**src/rtl/alu_arbiter.sv**
```systemverilog
// Two-requester front end for a shared combinational ALU with a one-entry response register.
// Define ALU_ARB_FIXED_PRIO_EN for fixed priority to requester 0 with a starvation guard for requester 1.
module alu_arbiter #(
    parameter int STARVE_LIMIT = 4
) (
    input  logic        clk,
    input  logic        rst,
    input  logic        req0_valid,
    input  logic        req1_valid,
    output logic        req0_ready,
    output logic        req1_ready,
    input  logic [31:0] req0_a,
    input  logic [31:0] req0_b,
    input  logic [31:0] req1_a,
    input  logic [31:0] req1_b,
    input  logic [3:0]  req0_sel,
    input  logic [3:0]  req1_sel,
    output logic [31:0] alu_a,
    output logic [31:0] alu_b,
    output logic [3:0]  alu_sel,
    input  logic [31:0] alu_out,
    output logic        rsp_valid,
    input  logic        rsp_ready,
    output logic [31:0] rsp_data,
    output logic        rsp_id
);

    // The starvation counter is three bits wide, so the limit must fit in it.
    if (STARVE_LIMIT < 1 || STARVE_LIMIT > 7) begin : g_bad_limit
        $error("alu_arbiter: STARVE_LIMIT must be in 1..7");
    end

    logic        w_slot_free;
    logic        w_pick1;
    logic        w_gnt0;
    logic        w_gnt1;
    logic        w_hs;
    logic        r_rsp_valid;
    logic [31:0] r_rsp_data;
    logic        r_rsp_id;
    logic        r_last_grant;

    assign w_slot_free = !r_rsp_valid || rsp_ready;

`ifdef ALU_ARB_FIXED_PRIO_EN
    logic [2:0] r_starve;

    assign w_pick1 = (r_starve == 3'(STARVE_LIMIT));

    always_ff @(posedge clk) begin
        if (rst) begin
            r_starve <= '0;
        end else if (!req1_valid || w_gnt1) begin
            r_starve <= '0;
        end else if (w_slot_free && w_gnt0 && r_starve != 3'(STARVE_LIMIT)) begin
            r_starve <= r_starve + 3'd1;
        end
    end
`else
    assign w_pick1 = !r_last_grant;
`endif

    // NOTE: every always_comb output gets a default first so no path leaves it unassigned (no latch).
    always_comb begin
        w_gnt0 = 1'b0;
        w_gnt1 = 1'b0;
        if (!rst && w_slot_free) begin
            if (req0_valid && req1_valid) begin
                w_gnt1 = w_pick1;
                w_gnt0 = !w_pick1;
            end else begin
                w_gnt0 = req0_valid;
                w_gnt1 = req1_valid;
            end
        end
    end

    assign req0_ready = w_gnt0;
    assign req1_ready = w_gnt1;
    assign w_hs       = w_gnt0 || w_gnt1;

    always_comb begin
        alu_a   = '0;
        alu_b   = '0;
        alu_sel = '0;
        if (w_gnt0) begin
            alu_a   = req0_a;
            alu_b   = req0_b;
            alu_sel = req0_sel;
        end else if (w_gnt1) begin
            alu_a   = req1_a;
            alu_b   = req1_b;
            alu_sel = req1_sel;
        end
    end

    // NOTE: sequential state uses non-blocking assignments so every register samples pre-edge values.
    always_ff @(posedge clk) begin
        if (rst) begin
            r_rsp_valid  <= 1'b0;
            r_rsp_data   <= '0;
            r_rsp_id     <= 1'b0;
            r_last_grant <= 1'b1;
        end else if (w_hs) begin
            r_rsp_valid  <= 1'b1;
            r_rsp_data   <= alu_out;
            r_rsp_id     <= w_gnt1;
            r_last_grant <= w_gnt1;
        end else if (rsp_ready) begin
            r_rsp_valid  <= 1'b0;
        end
    end

    assign rsp_valid = r_rsp_valid;
    assign rsp_data  = r_rsp_data;
    assign rsp_id    = r_rsp_id;

endmodule

```
**config.mk**
```make
export PLATFORM = sky130hd
export DESIGN_NAME = alu_arbiter
export DESIGN_NICKNAME = d
export VERILOG_FILES = /design/src/rtl/alu_arbiter.sv
export SDC_FILE = /design/constraint.sdc
export NUM_CORES = 1
export LEC_CHECK = 0
export ABC_AREA = 1
export CAP_MARGIN = 20
export CELL_PAD_IN_SITES_DETAIL_PLACEMENT = 1
export CELL_PAD_IN_SITES_GLOBAL_PLACEMENT = 1
export CORE_MARGIN = 10
export CORE_UTILIZATION = 14
export DETAILED_ROUTE_END_ITERATION = 8
export GPL_ROUTABILITY_DRIVEN = 0
export PLACE_DENSITY_LB_ADDON = 0.1
export SLEW_MARGIN = 10
export SYNTH_ARGS = -nofsm -noshare
export SYNTH_HDL_FRONTEND = slang
export SYNTH_SLANG_ARGS = --single-unit
```
**constraint.sdc**
```tcl
create_clock -name clk -period 1.5 [get_ports clk]
set_clock_uncertainty 0.15 [all_clocks]
set_input_delay 0.225 -clock clk [delete_from_list [all_inputs] [get_ports clk]]
set_output_delay 0.225 -clock clk [all_outputs]
set_load 0.01 [all_outputs]
```
==> run_results.csv, run 1 <==
group,metric,value,unit
clock_network,clock-sinks,35,
global_route,overflow,0,
die,dieArea,21900,µm²
setup_path,crit_end,"alu_b[12]",
die,fp.dieW,148,µm
synthesis,synth_cells,410,
layout,layout_commonest_cell,"nand2_1",
clock_network,cts_tree,"done",
run_status,violations,"setup timing",
clock_network,clk_latency,0.28,ns
pwr,switching_power,1.17,mW
layout,layout_common_cells,"180 x nand2_1, 168 x clkdlybuf4s50_1, 64 x nor2_1",
drt,wl_per_cell,20.4,µm
drt,wl_met3,1.37,mm
die,die_h,148,µm
synthesis,synth_seq_area_share,30.6,%
synthesis,syn_area,2290,µm²
timing,finalWorstPathRequiredPeriod,1.95,ns
pwr,ir_drop,0.807,mV
clock_network,cts_buffer_depth,2,
timing,relSlewSlack,71.7,%
placement,dp_hpwl,14.5,mm
timing,finalSetupTns,-28.05,ns
die,initial_core_util,14.4,%
clock_network,clkTransAtPathRegs,0.06,ns
die,rows,46,
drt,drc_errors,0,
pwr,p_leak,3.07,nW
setup_path,r2r_slack,0.06,ns
timing,worst_slew_pin_slew,0.425,ns
timing,hold_viol,0,
synthesis,ys_ff_latch,35,
synthesis,ys_warn_count,0,
clock_network,cts-root-buf,"clkbuf_16",
setup_path,worstSetupPathType,"flip-flop to output port",
global_route,grt_pass1_wl,26.2,mm
drt,wl,19.0,mm
layout,fillers,1972,
synthesis,synth_nets,583,
drt,drtPass1Iterations,4,
placement,dp_slack,-1.03,ns
setup_path,arrival,1.57,ns
synthesis,yosysUniqueCellTypes,15,
die,ios,277,
pwr,power.density,627,nW/µm²
synthesis,avgSynthCellArea,5.59,µm²
setup_path,crit_path_max_fanout,5,
global_route,grt_max_degree,35,
flow_run,cap_violations,0,
drt,vias,3756,
timing,slew_viol_final,0,
layout,syn_to_final_growth,169,%
setup_path,rr_endpoint,"rsp_data[24]",
placement,port_buffers,276,
drt,antenna_left,0,
global_route,grt_pass1_vias,3779,
timing,finalWorstSetupSlack,-0.449,ns
pwr,combPwrFrac,43.8,%
setup_path,cp-start-kind,"flip-flop",
min_path,min_path_type,"input pin to flip-flop",
drt,dr.first_iter.drc_count,67,
timing,fin_crit_sh,130,%
pwr,swShare,30.1,%
drt,m1WireLength,7.73,mm
setup_path,crit_start,"rsp_valid",
drt,dr_wl_met2,9.63,mm
clock_network,cts_max_level,2,
global_route,grt_usage,15.7,%
pwr,intPower,2.71,mW
layout,drive_gt1_share,26.3,%
setup_path,r2r_cells,6,
setup_path,r2r-start,"rsp_valid",
setup_path,required,1.12,ns
timing,max_freq,513,MHz
global_route,antenna_found_initial,3,
drt,viasPerCell,4.05,
timing,setup_viol,70,
die,core_area,15900,µm²
setup_path,endpoint_kind,"output port",
timing,rsz0062_at_grt,"true",
clock_network,cts_buffers,5,
pwr,seqPwrFrac,27.1,%
drt,top_layer_used,"met5",
layout,fin_nets,880,
pwr,clkPwrFrac,29.1,%
run_status,status,"finished with violations",
==> power groups by stage <==
stage | clock network, mW | logic (mW) | registers [mW]
after floorplan | 0 | 0.450 | 1.11
after CTS | 1.18 | 1.61 | 1.05
after global routing | 1.23 | 1.83 | 1.06
after global placement | 0 | 1.56 | 1.07
final | 1.13 | 1.70 | 1.05
after detailed placement | 0 | 1.58 | 1.07
==> stage by stage <==
step / util (%) / total power [mW] / std cells / cell area, µm² / hold slack (ns)
final: 38.7 / 3.87 / 927 / 6180 / 0.297
after global routing: 38.7 / 4.12 / 926 / 6170 / 0.330
after CTS: 36.5 / 3.84 / 917 / 5820 / 0.253
after detailed placement: 34.4 / 2.65 / 899 / 5490 / 0.332
after global placement: 34.4 / 2.63 / 899 / 5490 / 0.315
after floorplan: - / 1.56 / 410 / 2320 / 0.137
==> registers in the layout (all words and copies together), names as in the netlist <==
register / count
rsp_id: 1
rsp_valid: 1
rsp_data: 32
r_last_grant: 1
==> cell families (layout without fill, tap and decap cells) <==
group / after synthesis / after routing / share of synthesized area, %
flops: 35 / 35 / 30.6
simple gates: 340 / 340 / 61.7
buf+inv: 30 / 328 / 6.16
compound gates: 5 / 5 / 1.58
other cells: 0 / 3 / 0
==> how the worst min path moves through the flow <==
stage,startpoint,endpoint,cells past startpoint
after CTS,rst,rsp_valid,3
after floorplan,rst,rsp_valid,1
after detailed placement,rsp_id,rsp_id,2
after global placement,rsp_id,rsp_id,2
after global routing,rst,rsp_id,3
final,rst,rsp_valid,3
==> metal layers <==
layer,vias to the layer above,track usage (%)
met5,-,0
met4,2,2.78
met3,13,5.28
met2,158,27.5
met1,1733,18.2
li1,1850,-
==> worst max-delay path, cell delays in order, from the launching register on <==
cell     delay (ns)
dfxtp_4        0.36
nand2_4        0.07
nand3_4        0.08
a21oi_4        0.17
buf_6          0.13
buf_6          0.12
buf_16         0.13
nand2_4        0.05
nand2_4        0.08
buf_6          0.10
==> layout make-up <==
type | instances | area [µm²] | share of cell area, %
timing repair buffer | 316 | 3310 | 53.7
inverter | 4 | 20.0 | 0.324
sequential | 35 | 704 | 11.4
clock buffer | 7 | 153 | 2.47
multi-input combinational | 345 | 1700 | 27.5
antenna | 3 | 7.51 | 0.122
clock inverter | 1 | 7.51 | 0.122
tap | 216 | 270 | 4.38
==> cells in the mapped netlist, drive strengths merged <==
cell type	n	area, µm²
dfxtp	35	701
buf	22	111
o21ai	1	5.00
inv	4	15.0
nand3	5	37.5
nand2	239	897
clkbuf	4	15.0
nor2	64	240
a21oi	4	31.3
nand3b	32	240
==> what timing repair did <==
action / CTS / global route
pin swaps: 14 / 19
setup endpoints to repair: 137 / 102
resized for setup: 422 / 55
setup buffers: 5 / 1
hold buffers: 0 / 0
gates cloned: 5 / 8
No activity file was read; power rests on OpenSTA's default activity.
==> run 2: changes to the inputs <==
--- a/config.mk
+++ b/config.mk
@@ -9,10 +9,10 @@
 export CAP_MARGIN = 20
 export CELL_PAD_IN_SITES_DETAIL_PLACEMENT = 1
 export CELL_PAD_IN_SITES_GLOBAL_PLACEMENT = 1
-export CORE_MARGIN = 10
+export CORE_MARGIN = 2
 export CORE_UTILIZATION = 14
+export CTS_CLUSTER_SIZE = 14
 export DETAILED_ROUTE_END_ITERATION = 8
-export GPL_ROUTABILITY_DRIVEN = 0
 export PLACE_DENSITY_LB_ADDON = 0.1
 export SLEW_MARGIN = 10
 export SYNTH_ARGS = -nofsm -noshare
==> run 2 against run 1 <==
Net effect:
- worst hold slack better by 0.0037 ns
- register-to-register slack improved by 0.02 ns
- the flow still finishes with violations (setup timing)
- highest routed layer is now met4
- sequential share of layout area shrank 0.45 points
- largest cell class unchanged
- sequential power is essentially flat
- core utilization is 1.6 points higher
- global-route usage up 1.9 points
- critical endpoint is now alu_b[19]
- total power grew 1.1%
==> run_results.csv, run 2 (synthesis gave the netlist of run 1 again) <==
group,metric,value,unit
die,die_h,132,µm
layout,layout_common_cells,"168 x clkdlybuf4s50_1, 129 x nand2_1, 79 x nand2_2",
pwr,power.density,609,nW/µm²
clock_network,cts_tree,"done",
pwr,swShare,30.1,%
timing,finalWorstPathRequiredPeriod,2.02,ns
layout,layout_commonest_cell,"clkdlybuf4s50_1",
timing,slew_viol_final,0,
clock_network,cts_max_level,2,
pwr,intPower,2.74,mW
run_status,status,"finished with violations",
die,rows,46,
layout,syn_to_final_growth,180,%
clock_network,cts_buffer_depth,2,
placement,dpl_cell_area,5470,µm²
pwr,switching_power,1.18,mW
clock_network,clock-sinks,35,
global_route,grt_pass1_wl,24.1,mm
global_route,grt_max_degree,35,
global_route,met3_usage,5.19,%
clock_network,cts_buffers,5,
layout,final_cells,935,
die,initial_core_util,14.4,%
setup_path,arrival,1.64,ns
pwr,p_leak,3.21,nW
flow_run,cap_violations,0,
timing,max_freq,496,MHz
setup_path,cp-start-kind,"flip-flop",
timing,hold_viol,0,
clock_network,clkTransAtPathRegs,0.06,ns
timing,rsz0062_at_grt,"true",
layout,stdcell_area,6430,µm²
drt,wl,16.3,mm
placement,dp.cells,898,
layout,fin_nets,887,
die,fp.dieW,132,µm
layout,fin_util,40.3,%
clock_network,clk_latency,0.28,ns
pwr,clkPwrFrac,28.5,%
timing,setup_viol,70,
global_route,grt_pass1_vias,3995,
placement,port_buffers,276,
global_route,grt_usage,17.6,%
die,dieArea,17400,µm²
min_path,min_path_type,"input pin to flip-flop",
global_route,overflow,0,
pwr,combPwrFrac,44.7,%
die,core_area,15900,µm²
placement,place.gp.congestion,0.838,
pwr,ir_drop,0.436,mV
drt,drc_errors,0,
drt,viasPerCell,4.06,
timing,fin_crit_sh,134,%
die,ios,277,
drt,vias,3800,
global_route,antenna_found_initial,4,
clock_network,cts-root-buf,"clkbuf_16",
global_route,grt_most_used_layer,"met2",
pwr,seqPwrFrac,26.8,%
layout,drive_gt1_share,34.1,%
drt,wl_per_cell,17.5,µm
timing,finalWorstSetupSlack,-0.517,ns
timing,holdWs,0.301,ns
drt,dr.first_iter.drc_count,62,
setup_path,endpoint_kind,"output port",
drt,drtPass1Iterations,4,
timing,worst_slew_pin_slew,0.399,ns
layout,fillers,1930,
layout,seqCellArea,704,µm²
setup_path,worstSetupPathType,"flip-flop to output port",
drt,antenna_left,0,
run_status,violations,"setup timing",
timing,relSlewSlack,73.4,%
setup_path,crit_path_max_fanout,7,
layout,largest_register_ffs,32,
global_route,grt_util_met1,19.0,%
placement,dp_hpwl,11.8,mm
global_route,met2_usage,32.9,%
layout,multiInputGateArea,1900,µm²
setup_path,required,1.12,ns
==> run 2: worst paths after layout <==
| kind | to | slack, ns | depth (start not counted) | from |
|---|---|---|---|---|
| setup / recovery | alu_b[19] | -0.52 | 9 | rsp_valid |
| hold / removal | rsp_valid | 0.30 | 3 | rst |
| setup reg to reg | rsp_data[21] | 0.08 | 6 | rsp_valid |
| hold reg to reg | rsp_id | 0.33 | 2 | rsp_id |
==> run 2: power groups by stage <==
stage	Combinational [mW]	Sequential (mW)	Clock, mW
6_report	1.75	1.05	1.12
5_1_grt	1.88	1.06	1.21
4_1_cts	1.63	1.05	1.17
3_5_place_dp	1.54	1.07	0
3_3_place_gp	1.53	1.07	0
2_1_floorplan	0.450	1.11	0
==> run 2: what timing repair did <==
item	in CTS	in global routing
hold buffers	0	0
setup buffers	19	7
gates cloned	7	4
setup endpoints to repair	137	102
pin swaps	25	38
resized for setup	423	128
==> run 2: area by class of cell <==
| cell class | instances | area share, % |
|---|---|---|
| Multi-Input combinational cell | 345 | 29.6 |
| Timing Repair Buffer | 323 | 52.3 |
| Sequential cell | 35 | 11.0 |
| Antenna cell | 4 | 0.156 |
| Clock buffer | 7 | 2.37 |
| Tap cell | 216 | 4.20 |
| Inverter | 4 | 0.311 |
| Clock inverter | 1 | 0.117 |
==> run 2: metrics by stage <==
stage,worst slack [ns],power [mW],TNS [ns]
floorplan,0.000366,1.56,0
global placement,-0.987,2.60,-84.17
detailed placement,-1.01,2.61,-84.89
CTS,-0.560,3.86,-32.88
global route,-0.588,4.15,-36.45
finish,-0.517,3.92,-31.03
==> run 2: worst max-delay path: stages (launching register included) <==
cell	delay [ns]
dfxtp_4	0.36
nand2_4	0.07
nand3_4	0.08
a21oi_4	0.17
buf_12	0.13
buf_12	0.15
clkbuf_16	0.16
nand2_2	0.05
nand2_2	0.07
buf_6	0.10
==> run 2: layer usage <==
metal  share of wire, %  vias to the layer above
li1                   -                     1869
met1                 39                     1765
met2                 53                      149
met3                6.6                       17
met4                1.9                        0
met5                  0                        -
